File: src/rtl/mlp_pkg.sv
// Shared types and per-state duration helpers for the MLP layer sequencer.
// The state encoding is visible on the sequencer's state output, so it must stay fixed.
package mlp_pkg;

  typedef enum logic [3:0] {
    S_IDLE         = 4'd0,
    S_LOAD_WEIGHT  = 4'd1,
    S_LOAD_ACT     = 4'd2,
    S_COMPUTE      = 4'd3,
    S_DRAIN        = 4'd4,
    S_TRANSFER     = 4'd5,
    S_NEXT_LAYER   = 4'd6,
    S_WAIT_WEIGHTS = 4'd7,
    S_DONE         = 4'd8
  } state_e;

  function automatic int load_w_len(input int n);
    return n + 1;
  endfunction

  function automatic int load_act_len(input int n);
    return n + 2;
  endfunction

  function automatic int compute_len(input int nv, input int n);
    return nv + n - 1;
  endfunction

  function automatic int drain_len(input int n);
    return 2 * n + 3;
  endfunction

endpackage

File: src/rtl/mlp_phase_counter.sv
// In-state cycle counter: clears whenever the owning FSM changes state,
// saturates at all-ones, and flags when it reaches the supplied terminal value.
module mlp_phase_counter #(
  parameter int CNT_W = 5
) (
  input  logic             clk,
  input  logic             reset,
  input  logic             clear_i,
  input  logic [CNT_W-1:0] term_i,
  output logic [CNT_W-1:0] cnt_o,
  output logic             tc_o
);

  logic [CNT_W-1:0] cnt_q;
  logic [CNT_W-1:0] cnt_d;

  always_comb begin
    cnt_d = cnt_q;
    if (clear_i) begin
      cnt_d = '0;
    end else if (cnt_q != '1) begin
      cnt_d = cnt_q + CNT_W'(1);
    end
  end

  always_ff @(posedge clk) begin
    if (reset) begin
      cnt_q <= '0;
    end else begin
      cnt_q <= cnt_d;
    end
  end

  assign cnt_o = cnt_q;
  assign tc_o  = (cnt_q == term_i);

endmodule

File: src/rtl/mlp_layer_sequencer.sv
// Multi-layer MLP control sequencer for an ARRAY_N x ARRAY_N systolic MMU.
// Optional performance counters are enabled with `define MLP_SEQ_PERF_CNT_EN.
module mlp_layer_sequencer
  import mlp_pkg::*;
#(
  parameter int ARRAY_N     = 2,
  parameter int MAX_LAYERS  = 8,
  parameter int MAX_VEC     = 16,
  parameter int XFER_CYCLES = 4,
  parameter int DONE_HOLD   = 9,
  localparam int LAYER_W    = $clog2(MAX_LAYERS + 1),
  localparam int VEC_W      = $clog2(MAX_VEC + 1),
  localparam int CNT_W      = $clog2(MAX_VEC + 2 * ARRAY_N + 4)
) (
  input  logic               clk,
  input  logic               reset,
  input  logic               start,
  input  logic               abort,
  input  logic [LAYER_W-1:0] num_layers,
  input  logic [VEC_W-1:0]   num_vectors,
  input  logic               weights_ready,
  output logic               weights_req,
  output logic               wf_pop,
  output logic [ARRAY_N-1:0] capture_col,
  output logic               ub_rd_ready,
  output logic               buffer_select,
  output logic               refill_en,
  output logic               mmu_valid,
  output logic               accum_en,
  output logic [3:0]         state,
  output logic [CNT_W-1:0]   cycle_cnt,
  output logic [LAYER_W-1:0] current_layer,
  output logic               layer_complete,
  output logic               busy,
  output logic               cfg_err,
  output logic               aborted
`ifdef MLP_SEQ_PERF_CNT_EN
  ,
  output logic [31:0]        perf_total_cycles,
  output logic [31:0]        perf_stall_cycles
`endif
);

  state_e             state_q, state_d;
  logic [LAYER_W-1:0] nl_q, layer_q;
  logic [VEC_W-1:0]   nv_q;
  logic               bufsel_q, cfg_err_q, aborted_q;
  logic               cfg_ok, start_ok, tc, last_layer;
  logic [CNT_W-1:0]   term;

  assign cfg_ok = (int'(num_layers) >= 1) && (int'(num_layers) <= MAX_LAYERS) &&
                  (int'(num_vectors) >= 1) && (int'(num_vectors) <= MAX_VEC);
  assign start_ok   = (state_q == S_IDLE) && start && !abort && cfg_ok;
  assign last_layer = !((layer_q + LAYER_W'(1)) < nl_q);

  // Terminal count (duration - 1) for the timed states; untimed states ignore it.
  always_comb begin
    term = '0;
    case (state_q)
      S_LOAD_WEIGHT: term = CNT_W'(load_w_len(ARRAY_N) - 1);
      S_LOAD_ACT:    term = CNT_W'(load_act_len(ARRAY_N) - 1);
      S_COMPUTE:     term = CNT_W'(compute_len(int'(nv_q), ARRAY_N) - 1);
      S_DRAIN:       term = CNT_W'(drain_len(ARRAY_N) - 1);
      S_TRANSFER:    term = CNT_W'(XFER_CYCLES - 1);
      S_DONE:        term = CNT_W'(DONE_HOLD - 1);
      default:       term = '0;
    endcase
  end

  mlp_phase_counter #(.CNT_W(CNT_W)) u_phase_counter (
    .clk     (clk),
    .reset   (reset),
    .clear_i ((state_d != state_q) || (state_q == S_IDLE)),
    .term_i  (term),
    .cnt_o   (cycle_cnt),
    .tc_o    (tc)
  );

  always_ff @(posedge clk) begin
    if (reset) begin
      state_q <= S_IDLE;
    end else begin
      state_q <= state_d;
    end
  end

  // Abort outranks every transition; start is only looked at in IDLE.
  always_comb begin
    state_d = state_q;
    if (abort && (state_q != S_IDLE)) begin
      state_d = S_IDLE;
    end else begin
      case (state_q)
        S_IDLE:         if (start_ok) state_d = S_LOAD_WEIGHT;
        S_LOAD_WEIGHT:  if (tc) state_d = (layer_q == '0) ? S_LOAD_ACT : S_COMPUTE;
        S_LOAD_ACT:     if (tc) state_d = S_COMPUTE;
        S_COMPUTE:      if (tc) state_d = S_DRAIN;
        S_DRAIN:        if (tc) state_d = last_layer ? S_DONE : S_TRANSFER;
        S_TRANSFER:     if (tc) state_d = S_NEXT_LAYER;
        S_NEXT_LAYER:   state_d = S_WAIT_WEIGHTS;
        S_WAIT_WEIGHTS: if (weights_ready) state_d = S_LOAD_WEIGHT;
        S_DONE:         if (tc) state_d = S_IDLE;
        default:        state_d = S_IDLE;
      endcase
    end
  end

  always_comb begin
    weights_req    = (state_q == S_WAIT_WEIGHTS);
    wf_pop         = (state_q == S_LOAD_WEIGHT);
    ub_rd_ready    = (state_q == S_COMPUTE) && (cycle_cnt < CNT_W'(nv_q));
    mmu_valid      = ((state_q == S_COMPUTE) && (cycle_cnt >= CNT_W'(ARRAY_N))) ||
                     (state_q == S_DRAIN);
    accum_en       = (state_q == S_DRAIN) && (cycle_cnt != '0);
    refill_en      = (state_q == S_DRAIN) || (state_q == S_TRANSFER);
    layer_complete = (state_q == S_DONE);
    busy           = (state_q != S_IDLE);
    capture_col    = '0;
    for (int k = 0; k < ARRAY_N; k++) begin
      capture_col[k] = (state_q == S_LOAD_WEIGHT) && (cycle_cnt == CNT_W'(k + 1));
    end
  end

  // Layer bookkeeping; an abort in NEXT_LAYER must not advance the layer.
  always_ff @(posedge clk) begin
    if (reset) begin
      nl_q      <= '0;
      nv_q      <= '0;
      layer_q   <= '0;
      bufsel_q  <= 1'b0;
      cfg_err_q <= 1'b0;
      aborted_q <= 1'b0;
    end else begin
      cfg_err_q <= (state_q == S_IDLE) && start && !abort && !cfg_ok;
      aborted_q <= abort && (state_q != S_IDLE);
      if (start_ok) begin
        nl_q     <= num_layers;
        nv_q     <= num_vectors;
        layer_q  <= '0;
        bufsel_q <= 1'b0;
      end else if ((state_q == S_NEXT_LAYER) && !abort) begin
        layer_q  <= layer_q + LAYER_W'(1);
        bufsel_q <= ~bufsel_q;
      end
    end
  end

  assign state         = state_q;
  assign current_layer = layer_q;
  assign buffer_select = bufsel_q;
  assign cfg_err       = cfg_err_q;
  assign aborted       = aborted_q;

`ifdef MLP_SEQ_PERF_CNT_EN
  logic [31:0] perf_total_q, perf_stall_q;

  always_ff @(posedge clk) begin
    if (reset || start_ok) begin
      perf_total_q <= '0;
      perf_stall_q <= '0;
    end else begin
      if ((state_q != S_IDLE) && (perf_total_q != '1)) perf_total_q <= perf_total_q + 32'd1;
      if ((state_q == S_WAIT_WEIGHTS) && !weights_ready && (perf_stall_q != '1))
        perf_stall_q <= perf_stall_q + 32'd1;
    end
  end

  assign perf_total_cycles = perf_total_q;
  assign perf_stall_cycles = perf_stall_q;
`endif

endmodule

File: config.mk
export PLATFORM = sky130hd
export DESIGN_NAME = mlp_layer_sequencer
export DESIGN_NICKNAME = d
export VERILOG_FILES = /design/src/rtl/mlp_pkg.sv /design/src/rtl/mlp_phase_counter.sv /design/src/rtl/mlp_layer_sequencer.sv
export SDC_FILE = /design/constraint.sdc
export NUM_CORES = 1
export LEC_CHECK = 0
export CAP_MARGIN = 20
export CORE_ASPECT_RATIO = 2
export CORE_MARGIN = 2
export CORE_UTILIZATION = 54
export CTS_CLUSTER_DIAMETER = 100
export DETAILED_ROUTE_END_ITERATION = 8
export PLACE_DENSITY = 0.85
export SYNTH_ARGS = -nofsm -noshare
export SYNTH_HDL_FRONTEND = slang
export SYNTH_SLANG_ARGS = --single-unit
File: constraint.sdc
create_clock -name clk -period 4.6 [get_ports clk]
set_input_delay 0.92 -clock clk [delete_from_list [all_inputs] [get_ports clk]]
set_output_delay 0.92 -clock clk [all_outputs]
set_load 0.01 [all_outputs]
Word level (Yosys, flattened, before mapping)
Index checks and enable logic that the tools add are counted.
- logic and storage cells: 73
- register bits after elaboration: 25
- reductions and logical operators: 26
- bitwise operators: 1
- eq/ne operators: 13
- $add $sub $neg: 5
- magnitude comparators: 7
- multiplexer cells: 13
- operator list (cell ; number):
    4-bit two-way mux ; 10
    4-bit case mux with 9 select lines ; 1
    5-bit case mux with 5 select lines ; 1
    4-bit by 3-bit equality test with 1-bit output (second input constant) ; 4
    1-bit logical AND ; 14
    4-bit by 2-bit equality test with 1-bit output (second input constant) ; 2
    4-bit logical NOT ; 2
    2-bit OR reduction ; 3
    5-bit by 1-bit adder with 5-bit output (second input constant) ; 1
    5-bit by 2-bit adder with 5-bit output (second input constant) ; 1
    5-bit by 1-bit equality test with 1-bit output (second input constant) ; 1
    5-bit by 2-bit equality test with 1-bit output (second input constant) ; 1
    5-bit equality test ; 1
    5-bit by 1-bit >= comparator with 1-bit output (second input constant) ; 1
    5-bit by 2-bit >= comparator with 1-bit output (second input constant) ; 1
    5-bit <= comparator (second input constant) ; 1
    5-bit < comparator ; 1
    5-bit != test (second input constant) ; 1
    5-bit nonzero test ; 1
    5-bit by 1-bit subtractor with 5-bit output (second input constant) ; 1
    5-bit by 2-bit subtractor with 5-bit output (second input constant) ; 1
    4-bit by 1-bit adder with 4-bit output (second input constant) ; 1
    4-bit by 1-bit equality test with 1-bit output (second input constant) ; 1
    4-bit equality test (second input constant) ; 1
    9 further kinds ; 12

Logic depth before layout (Yosys ltp)
Gate-level depths: netlist of run 1.
- depth in word-level cells: 11
- mapped depth: 9
- gate-level depth less buffers: 8

Hierarchy
From an unflattened synthesis of run 1, not the netlist that was laid out.
- cell total of the unflattened synthesis: 199
- area total of the unflattened synthesis: 1729.2 um^2
- by module, submodules not included (module ; instances ; cells an instance ; area each (um^2) ; seq. area each (um^2)):
    mlp_layer_sequencer ; 1 ; 172 ; 1452.6 ; 400.4
    mlp_phase_counter ; 1 ; 27 ; 276.5 ; 100.1

Worst setup path after synthesis of run 1
No wires, ideal clock.
- kind: register to output
- start point: reg u_phase_counter.cnt_q[1] (netlist: u_phase_counter.cnt_o[1])
- end point: out ub_rd_ready
- data required time: 3680 ps
- cell stages (with the launch flop): 7
- path slack: 2084 ps
- arrival: 1596 ps
- path through: dfxtp_1 -> ha_1 -> a21boi_0 -> o21a_1 -> o21ai_0 -> nand2b_1 -> a211oi_1
- longest elaborated chain between the ends: 2
- RTL lines (element ; line ; source):
    start: declaration ; mlp_phase_counter.sv:14 ; logic [CNT_W-1:0] cnt_q;
    start signal: assignment ; mlp_phase_counter.sv:30 ; cnt_q <= cnt_d;
    5-bit < comparator ; mlp_layer_sequencer.sv:111 ; ub_rd_ready = (state_q == S_COMPUTE) && (cycle_cnt < CNT_W'(nv_q));
    1-bit logical AND ; mlp_layer_sequencer.sv:111 ;
    end: declaration ; mlp_layer_sequencer.sv:25 ; output logic ub_rd_ready,
No other way between the ends.

Final worst setup path of run 1
Same ends and word-level chain as after synthesis.

==> key figures, run 1 <==
Outcome
  – Status: finished clean

Die
  – Die X-Extent: 44.8 um
  – Initial Utilization: 56.9%
  – Num ports: 40
  – Total die area: 3830 um2
  – Die H: 85.5 um
  – Cell Rows: 29
  – Core Area: 3160 um2

Worst setup path
  – Worst EP required: 3.68 ns
  – Crit Path Max Fanout: 10
  – Register-to-Register Path Depth: 8
  – Flop2flop setup slack: 1.91 ns
  – Setup CP Type: register to output pin
  – Startpoint types: register
  – Worst reg2reg path startpoint: current_layer[0]
  – CP arrival: 2.34 ns
  – Worst setup EP type: output pin
  – FF-to-FF End: u_phase_counter.cnt_o[3]

Logic synthesis
  – Yosys cell types: 52
  – Most common cell in the netlist: dfxtp_1
  – Yosys top cell area share: 27.9%
  – Ys async rst share: 0%
  – Seq/Total Area, Yosys: 27.9%
  – Area leader, netlist: dfxtp_1
  – Mapped cell area: 1800 um2
  – Syn_area_per_cell: 8.31 um2
  – Yosys warnings: 0
  – Post-synth top cells: dfxtp_1, nor2_1, nand2_1
  – Main flop type after synthesis: dfxtp_1
  – Syn_nets: 244
  – Post-synth EDFFs: 0
  – Synth Register Bits: 25
  – Mapped Cells: 216
  – Top post-synthesis cells by area: dfxtp_1, ha_1, mux2i_1

Timing
  – Max Clock Freq: 0.306 GHz
  – Worst Skew: 0.00457 ns
  – Worst Tran Pin Value: 0.754 ns
  – RSZ-0062 raised after global routing: no
  – Final Hold Fails: 0
  – Final Slew Violations: 0
  – Final min period: 3.26 ns
  – Setup TNS: 0 ns
  – Rel. slew slack: 48.5%
  – Fin crit share: 71.0%
  – Worst hold margin: 0.511 ns
  – Setup violators final: 0

Layout
  – Final Core Density: 70.4%
  – Layout cells sized above 1: 5.18%
  – Post-route insts no fill: 282
  – Area Overhead vs Synth: 23.8%
  – Antenna diodes: 0
  – Nets: 280

Clock tree
  – Post-CTS resize count: 0
  – CTS root buffer: clkbuf_8
  – Postcts setup bufs: 0
  – Clock Latency Late Sink: 0.28 ns
  – Worst-path clk slew: 0.09 ns
  – Maximum root-to-sink buffer count: 2
  – Sink Count: 25
  – CTS tree: yes
  – Clock buffer count from CTS: 3
  – H-tree depth: 1
  – Hold buffers post-CTS: 0

Min path
  – HP Class: register to register
  – Hold Path Stages: 2
  – Hold Path End: nl_q[3]
  – Hold_sp: nl_q[3]

Placement
  – Placed cells: 278
  – IO Port Bufs: 39
  – RePlAce Congestion: 0.873
  – Post-DP HPWL: 3.38 mm

Power
  – Power per cell area: 182 nW/um2
  – Peak supply drop: 159 uV
  – Pleak: 0.882 nW

Run
  – Max-cap violation count: 0

Drt
  – DR vias/cell: 6.11
  – Drt drc: 0
  – Via count of the routed design: 1722
  – Drt pass-1 iters: 4
  – Iteration-0 DRC Markers: 52
  – Final WL: 4.41 mm
  – WL/cell: 15.6 um
  – ANT nets after route: 0

Global route
  – First-pass GRT wire length: 7.37 mm
  – Met1 Resource Use GR: 24.8%
  – Met2 Track Usage GR: 47.4%
  – Largest net degree at the start of global routing: 23
  – Initial antenna violation count: 0
  – Total GRT Usage: 25.3%
  – GRT Max-Usage Layer: met2
  – Total congestion overflow: 0
  – M3 GR Usage: 2.32%
  – Vias in the first global route: 1688
==> stage by stage <==
| stage | worst slack (ns) | cell area, um2 | power (mW) |
|---|---|---|---|
| detailed placement | 1.61 | 2180 | 0.275 |
| CTS | 1.33 | 2220 | 0.403 |
| floorplan | 2.08 | 1800 | 0.252 |
| global route | 1.20 | 2220 | 0.419 |
| global placement | 1.66 | 2180 | 0.274 |
| finish | 1.34 | 2220 | 0.404 |
==> flip-flops by register name, summed over array words and instances, names as in the netlist <==
signal and cells:
aborted 1, buffer_select 1, cfg_err 1, current_layer 4, nl_q 4, nv_q 5, state 4, u_phase_counter.cnt_o 5
==> where the power goes <==
group / total [mW] / internal, mW / switching (mW)
registers: 0.223 / 0.219 / 0.00377
clock network: 0.134 / 0.0608 / 0.0735
logic: 0.0471 / 0.0237 / 0.0233
==> layout make-up <==
class,instances,area (um2)
clock buffers,3,41.3
fillers,259,935
multi-input cells,168,1190
flip-flops and latches,25,500
well taps,31,38.8
repair buffers,39,390
inverters,15,56.3
clock inverters,1,5.00
==> worst max-delay path, stage by stage, from the launching register on <==
cell,delay (ns)
dfxtp_1,0.50
ha_1,0.28
a21boi_0,0.12
o21a_1,0.16
o21ai_0,0.14
nand2b_1,0.08
a211oi_1,0.22
clkdlybuf4s50_1,0.57
==> layout by cell type, fill, tap and decap left out, types with 4 or more instances in the layout <==
| cell type | count |
|---|---|
| nand2b_1 | 7 |
| nand2_1 | 16 |
| nor2_1 | 24 |
| a21oi_1 | 6 |
| o21ai_0 | 7 |
| xnor2_1 | 5 |
| or3_1 | 6 |
| ha_1 | 14 |
| nor3_1 | 11 |
| dfxtp_1 | 25 |
| mux2i_1 | 12 |
| inv_1 | 15 |
| xor2_1 | 8 |
| clkdlybuf4s50_1 | 39 |
| nand3_1 | 4 |
==> kinds of logic (layout without fill, tap and decap cells) <==
| group | count (synthesis) | in the layout | synth area share (%) |
|---|---|---|---|
| AOI/OAI and AO/OA | 34 | 34 | 13.9 |
| xor gates and xnor gates | 13 | 13 | 6.34 |
| buffers and inverters | 23 | 58 | 5.85 |
| muxes | 13 | 13 | 7.32 |
| and+or+nand+nor | 93 | 93 | 28.3 |
| adders and majority gates | 15 | 15 | 10.4 |
| DFF | 25 | 25 | 27.9 |
==> metal layers <==
metal | share of wire [%] | vias to the layer above | wire, um
met5 | 0 | - | 0
met4 | 4.2 | 0 | 184
met3 | 4.8 | 20 | 212
met2 | 55 | 67 | 2440
met1 | 36 | 800 | 1570
li1 | - | 835 | -
==> worst max-delay path by stage <==
| stage | start | endpoint | slack, ns | cells past startpoint |
|---|---|---|---|---|
| final | u_phase_counter.cnt_o[1] | ub_rd_ready | 1.34 | 7 |
| after CTS | u_phase_counter.cnt_o[1] | ub_rd_ready | 1.33 | 7 |
| after floorplan | u_phase_counter.cnt_o[1] | ub_rd_ready | 2.08 | 6 |
| after detailed placement | num_vectors[3] | current_layer[1] | 1.61 | 6 |
| after global placement | u_phase_counter.cnt_o[1] | ub_rd_ready | 1.66 | 7 |
| after global routing | u_phase_counter.cnt_o[1] | ub_rd_ready | 1.20 | 7 |
No activity file was read; power rests on OpenSTA's default activity.
==> run 2, diff against run 1 <==
CORE_UTILIZATION = 46   (was 54)
PLACE_DENSITY = 0.77   (was 0.85)
clock period = 2.6 ns   (was 4.6 ns; I/O delays follow)
==> run 2 against run 1 <==
- count of clock-buffer cells in the layout is the same
- worst hold slack gained 0.0050 ns
- via count grew 4.2%
- flip-flop and latch count is the same
- power grew 78%
- sequential power grew 76%
- critical path type unchanged
- critical endpoint is now accum_en
- largest cell class unchanged
- highest routed layer unchanged
==> key figures, run 2 (synthesis gave the netlist of run 1 again) <==
Layout
  – Nets: 297 (+6.1%)
  – Antenna diodes: 0 (unchanged)
  – Fill cells: 362 (+40%)
  – Area Overhead vs Synth: 32.3%
  – Multi-input gate area: 1190 um2 (unchanged)
  – Sequential Area: 505 um2 (+1.0%)
  – Most common cell after layout, fill and taps aside: clkdlybuf4s50_1
  – Commonest non-fill, non-tap cells in the layout: clkdlybuf4s50_1, nor2_1, dfxtp_1
  – Final Core Density: 62.4% (-8.0 points)
  – Layout cells sized above 1: 13.1% (+7.9 points)

Drt
  – Via count of the routed design: 1795 (+4.2%)
  – Iteration-0 DRC Markers: 41 (-21%)
  – WL/cell: 15.1 um (-3.1%)
  – Drt drc: 0 (unchanged)
  – DR vias/cell: 5.63 (-7.9%)
  – Drt pass-1 iters: 4 (unchanged)
  – ANT nets after route: 0 (unchanged)
  – Final WL: 4.83 mm (+9.6%)

Outcome
  – Status: finished clean

Timing
  – Final worst slack: 0.174 ns (-1.16 ns)
  – Fin crit share: 93.3%
  – Worst Skew: 0.00408 ns (-0.000496 ns)
  – Max Clock Freq: 0.412 GHz
  – Setup TNS: 0 ns (unchanged)
  – Worst hold margin: 0.516 ns (+0.00498 ns)
  – Setup violators final: 0 (unchanged)
  – Final min period: 2.43 ns
  – Rel. slew slack: 61.9% (+13 points)
  – Final Hold Fails: 0 (unchanged)
  – RSZ-0062 raised after global routing: no
  – Worst Tran Pin Value: 0.558 ns (-0.196 ns)
  – Final Slew Violations: 0 (unchanged)

Placement
  – RePlAce Congestion: 0.848 (-2.9%)
  – Dpl ws: 0.149 ns (-1.46 ns)
  – IO Port Bufs: 39 (unchanged)
  – Post-DP HPWL: 3.95 mm (+17%)

Power
  – Pleak: 0.974 nW (+10%)
  – Sequential share of power: 54.6% (-0.5 points)
  – Clock share of power: 32.2% (-1.0 points)
  – Power per cell area: 303 nW/um2 (+66%)
  – Int Pwr: 0.544 mW (+79%)
  – Total Power: 0.718 mW (+78%)
  – Sw Share: 24.2% (-0.67 points)
  – Peak supply drop: 371 uV (+130%)
  – Switching power of the nets: 0.174 mW (+73%)
  – Combinational power share: 13.2% (+1.6 points)

Global route
  – M3 GR Usage: 4.87% (+2.6 points)
  – Largest net degree at the start of global routing: 18 (-22%)
  – Met2 Track Usage GR: 43.6% (-3.8 points)
  – First-pass GRT wire length: 8.10 mm (+9.9%)
  – Initial antenna violation count: 0 (unchanged)
  – GRT Max-Usage Layer: met2
  – Vias in the first global route: 1880 (+11%)
  – Total congestion overflow: 0 (unchanged)
  – Met1 Resource Use GR: 21.6% (-3.3 points)
  – Total GRT Usage: 24.9% (-0.40 points)

Min path
  – HP Class: register to register

Clock tree
  – Postcts setup bufs: 0 (unchanged)
  – Sink Count: 25 (unchanged)
  – Maximum root-to-sink buffer count: 2 (unchanged)
  – CTS root buffer: clkbuf_8
  – Worst-path clk slew: 0.09 ns (about the same)
  – H-tree depth: 1 (unchanged)
  – Clock buffer count from CTS: 3 (unchanged)
  – CTS tree: yes
  – Clock Latency Late Sink: 0.27 ns (about the same)

Worst setup path
  – Crit path largest cell delay: 0.56 ns (about the same)
  – CP Cell Sequence: buf_4 > and2b_4 > nand2_1 > a21oi_1 > clkdlybuf4s50_1
  – Worst setup EP type: output pin
  – Worst EP required: 2.08 ns (-1.60 ns)
  – Buf+Inv Stages, Crit Path: 2 (+1)
  – CP arrival: 1.91 ns (-0.43 ns)
  – Startpoint types: register
  – Crit Path Max Fanout: 10 (unchanged)
  – CP top delay family: buffers and inverters
  – CP max stage cell: clkdlybuf4s50_1
  – Setup CP Type: register to output pin

Die
  – Core Area: 3800 um2 (+20%)
  – Total die area: 4450 um2 (+16%)
  – Initial Utilization: 47.2% (-9.7 points)
  – Num ports: 40 (unchanged)
  – Die X-Extent: 48.2 um (+7.6%)
  – Cell Rows: 32 (+10%)
  – Die H: 92.4 um (+8.0%)

Run
  – Max-cap violation count: 0 (unchanged)
==> run 2: through the flow <==
| stage | cells | area (um2) |
|---|---|---|
| global route | 319 | 2370 |
| detailed placement | 315 | 2330 |
| CTS | 319 | 2370 |
| floorplan | 216 | 1800 |
| finish | 319 | 2370 |
| global placement | 315 | 2330 |
==> run 2: per-layer routing <==
| layer | share of wire [%] | routed length [um] |
|---|---|---|
| met2 | 56 | 2710 |
| met3 | 3.4 | 164 |
| met1 | 34 | 1630 |
| met4 | 7.0 | 337 |
| met5 | 0 | 0 |
==> run 2: area by class of cell <==
class                   instances  share of cell area, %
multi-input cells             168                   50.1
clock buffers                   3                   1.74
inverters                      15                   2.37
clock inverters                 1                  0.211
well taps                      51                   2.69
repair buffers                 56                   21.6
flip-flops and latches         25                   21.3
==> run 2: repair_timing <==
action                                  4_1_cts  5_1_grt
gates resized for setup                       1        7
hold buffers                                  0        0
hold endpoints to repair                      0        0
endpoints found under the setup margin        1        5
==> run 2: final timing paths <==
check	cells after the start	start	slack, ns	to
min	2	nl_q[1]	0.52	nl_q[1]
min reg2reg	2	nl_q[1]	0.52	nl_q[1]
max	5	state[3]	0.17	accum_en
max reg2reg	10	current_layer[0]	0.28	u_phase_counter.cnt_o[0]
==> run 2: power groups by stage <==
stage / combinational, mW / clock [mW] / sequential (mW)
2_1_floorplan: 0.0463 / 0 / 0.400
3_3_place_gp: 0.0922 / 0 / 0.402
3_5_place_dp: 0.0942 / 0 / 0.402
4_1_cts: 0.0947 / 0.237 / 0.393
5_1_grt: 0.104 / 0.252 / 0.393
6_report: 0.0947 / 0.231 / 0.393
==> run 2: worst reg2reg max path, stage by stage, from the launching register on <==
cell	delay, ns
dfxtp_1	0.36
buf_4	0.15
ha_1	0.21
xor2_1	0.15
ha_1	0.28
o21a_1	0.17
a21oi_1	0.23
o2111ai_1	0.16
a311oi_2	0.26
buf_4	0.17
nor3_1	0.05
==> run 3, diff against run 2 <==
PLACE_DENSITY = 0.82   (was 0.77)
==> run 3 against run 2 <==
- critical endpoint unchanged
- largest cell class unchanged
- critical path depth is 1 lower
- maximum frequency is 4.0% lower
- global-route usage is 0.44 points lower
- wire length is 0.62% higher
- design area is 0.37% higher
- core utilization is 0.23 points higher
- worst setup slack worse by 0.10 ns
- clock skew is 0.0017 ns lower
- sequential power hardly changed
- highest routed layer unchanged
- non-clock buffer count is 1 higher
- worst hold slack worse by 0.0038 ns
==> key figures, run 3 (synthesis gave the netlist of run 1 again) <==
Die
  – Die H: 92.4 um (unchanged)
  – Die X-Extent: 48.2 um (unchanged)
  – Total die area: 4450 um2 (unchanged)
  – Initial Utilization: 47.2% (unchanged)
  – Cell Rows: 32 (unchanged)
  – Num ports: 40 (unchanged)
  – Core Area: 3800 um2 (unchanged)

Clock tree
  – Worst-path clk slew: 0.09 ns (about the same)
  – Clock Latency Late Sink: 0.27 ns (about the same)
  – H-tree depth: 1 (unchanged)
  – CTS tree: yes
  – Postcts setup bufs: 0 (unchanged)
  – CTS root buffer: clkbuf_8
  – Clock buffer count from CTS: 3 (unchanged)
  – Sink Count: 25 (unchanged)
  – Maximum root-to-sink buffer count: 2 (unchanged)

Global route
  – Initial antenna violation count: 0 (unchanged)
  – Total congestion overflow: 0 (unchanged)
  – Largest net degree at the start of global routing: 15 (-3)
  – Total GRT Usage: 24.4% (-0.44 points)
  – First-pass GRT wire length: 7.95 mm (-1.9%)
  – Vias in the first global route: 1751 (-6.9%)

Worst setup path
  – Crit Path Max Fanout: 14 (+4)
  – Register-to-Register Path Depth: 8 (-2)
  – Worst setup EP type: output pin
  – FF-to-FF End: u_phase_counter.cnt_o[1]
  – CP arrival: 2.01 ns (+0.10 ns)
  – Flop2flop setup slack: 0.20 ns (-0.08 ns)
  – Startpoint types: register
  – Worst EP required: 2.08 ns (about the same)
  – Crit path to: accum_en
  – Setup CP Type: register to output pin
  – Crit path launch: state[2]
  – Worst reg2reg path startpoint: state[1]

Drt
  – Via count of the routed design: 1793 (-0.11%)
  – WL/cell: 15.2 um (+0.31%)
  – Iteration-0 DRC Markers: 80 (+95%)
  – DR vias/cell: 5.60 (-0.42%)
  – Drt drc: 0 (unchanged)
  – Final WL: 4.86 mm (+0.62%)
  – Drt pass-1 iters: 4 (unchanged)
  – ANT nets after route: 0 (unchanged)

Layout
  – Commonest non-fill, non-tap cells in the layout: clkdlybuf4s50_1, nor2_1, dfxtp_1
  – Fin area: 2380 um2 (+0.37%)
  – Layout cells sized above 1: 11.9% (-1.2 points)
  – Most common cell after layout, fill and taps aside: clkdlybuf4s50_1
  – Final Core Density: 62.7% (+0.23 points)
  – Fill cells: 329 (-9.1%)
  – Antenna diodes: 0 (unchanged)
  – Nets: 298 (+0.34%)
  – Area Overhead vs Synth: 32.8%

Timing
  – Fin crit share: 97.2% (+3.9 points)
  – Final min period: 2.53 ns (+0.101 ns)
  – RSZ-0062 raised after global routing: no
  – Max Clock Freq: 0.396 GHz (-4.0%)
  – Final Hold Fails: 0 (unchanged)
  – Rel. slew slack: 59.0% (-2.8 points)
  – Setup TNS: 0 ns (unchanged)
  – Setup violators final: 0 (unchanged)
  – Worst Skew: 0.00242 ns (-0.00165 ns)
  – Worst Tran Pin Value: 0.599 ns (+0.0412 ns)
  – Final Slew Violations: 0 (unchanged)

Power
  – Switching power of the nets: 0.180 mW (+3.6%)
  – Peak supply drop: 346 uV (-6.8%)
  – Total Power: 0.725 mW (+0.87%)
  – Combinational power share: 13.1% (about the same)
  – Power per cell area: 304 nW/um2 (+0.50%)
  – Sequential share of power: 54.2% (-0.4 points)
  – Clock share of power: 32.7% (+0.5 points)
  – Pleak: 0.977 nW (+0.40%)
  – Sw Share: 24.9% (+0.65 points)
  – Int Pwr: 0.544 mW (about the same)

Placement
  – Post-placement cell area: 2340 um2 (+0.32%)
  – IO Port Bufs: 39 (unchanged)
  – Post-DP HPWL: 3.92 mm (-0.80%)
  – RePlAce Congestion: 0.890 (+4.9%)

Min path
  – Hold Path Stages: 2 (unchanged)
  – HP Class: register to register

Run
  – Max-cap violation count: 0 (unchanged)

Outcome
  – Status: finished clean
==> run 3: area by class of cell <==
type	instances	area [um2]	share of cell area, %
Clock inverter	1	5.00	0.210
Tap cell	51	63.8	2.68
Clock buffer	3	41.3	1.73
Inverter	15	56.3	2.36
Sequential cell	25	502	21.0
Multi-Input combinational cell	168	1190	49.9
Timing Repair Buffer	57	526	22.0
==> run 3: power groups by stage <==
stage	sequential [mW]	combinational, mW	clock, mW
CTS	0.393	0.0945	0.238
global placement	0.402	0.0925	0
floorplan	0.400	0.0463	0
finish	0.393	0.0951	0.237
detailed placement	0.402	0.0941	0
global route	0.394	0.104	0.256
==> run 3: how the worst min path moves through the flow <==
stage | startpoint | to | slack [ns]
CTS | nl_q[1] | nl_q[1] | 0.52
finish | nl_q[1] | nl_q[1] | 0.51
global route | nl_q[1] | nl_q[1] | 0.53
global placement | nl_q[1] | nl_q[1] | 0.48
detailed placement | nl_q[1] | nl_q[1] | 0.49
floorplan | nl_q[1] | nl_q[1] | 0.46
==> run 3: metrics by stage <==
| stage | hold WS (ns) | setup WS [ns] | instances |
|---|---|---|---|
| 2_1_floorplan | 0.463 | 0.318 | 216 |
| 3_3_place_gp | 0.482 | 0.173 | 316 |
| 3_5_place_dp | 0.493 | 0.143 | 316 |
| 4_1_cts | 0.515 | 0.0831 | 320 |
| 5_1_grt | 0.528 | 0.00201 | 320 |
| 6_report | 0.512 | 0.0728 | 320 |
==> run 3: critical path, cell delays in order, from the launching register on <==
cell and delay, ns:
dfxtp_1 0.68, and2b_4 0.29, nand2_1 0.09, a21oi_1 0.13, clkdlybuf4s50_1 0.55
==> run 3: timing repair <==
item / in CTS / in global routing
resized for setup: 1 / 2
endpoints found under the setup margin: 1 / 3
hold buffers: 0 / 0
==> run 3: per-layer routing <==
metal,vias up,GRT usage (%),routed length [um]
met5,-,0,0
met3,22,2.92,185
li1,876,-,-
met4,0,12.8,207
met1,822,23.1,1620
met2,73,45.1,2850
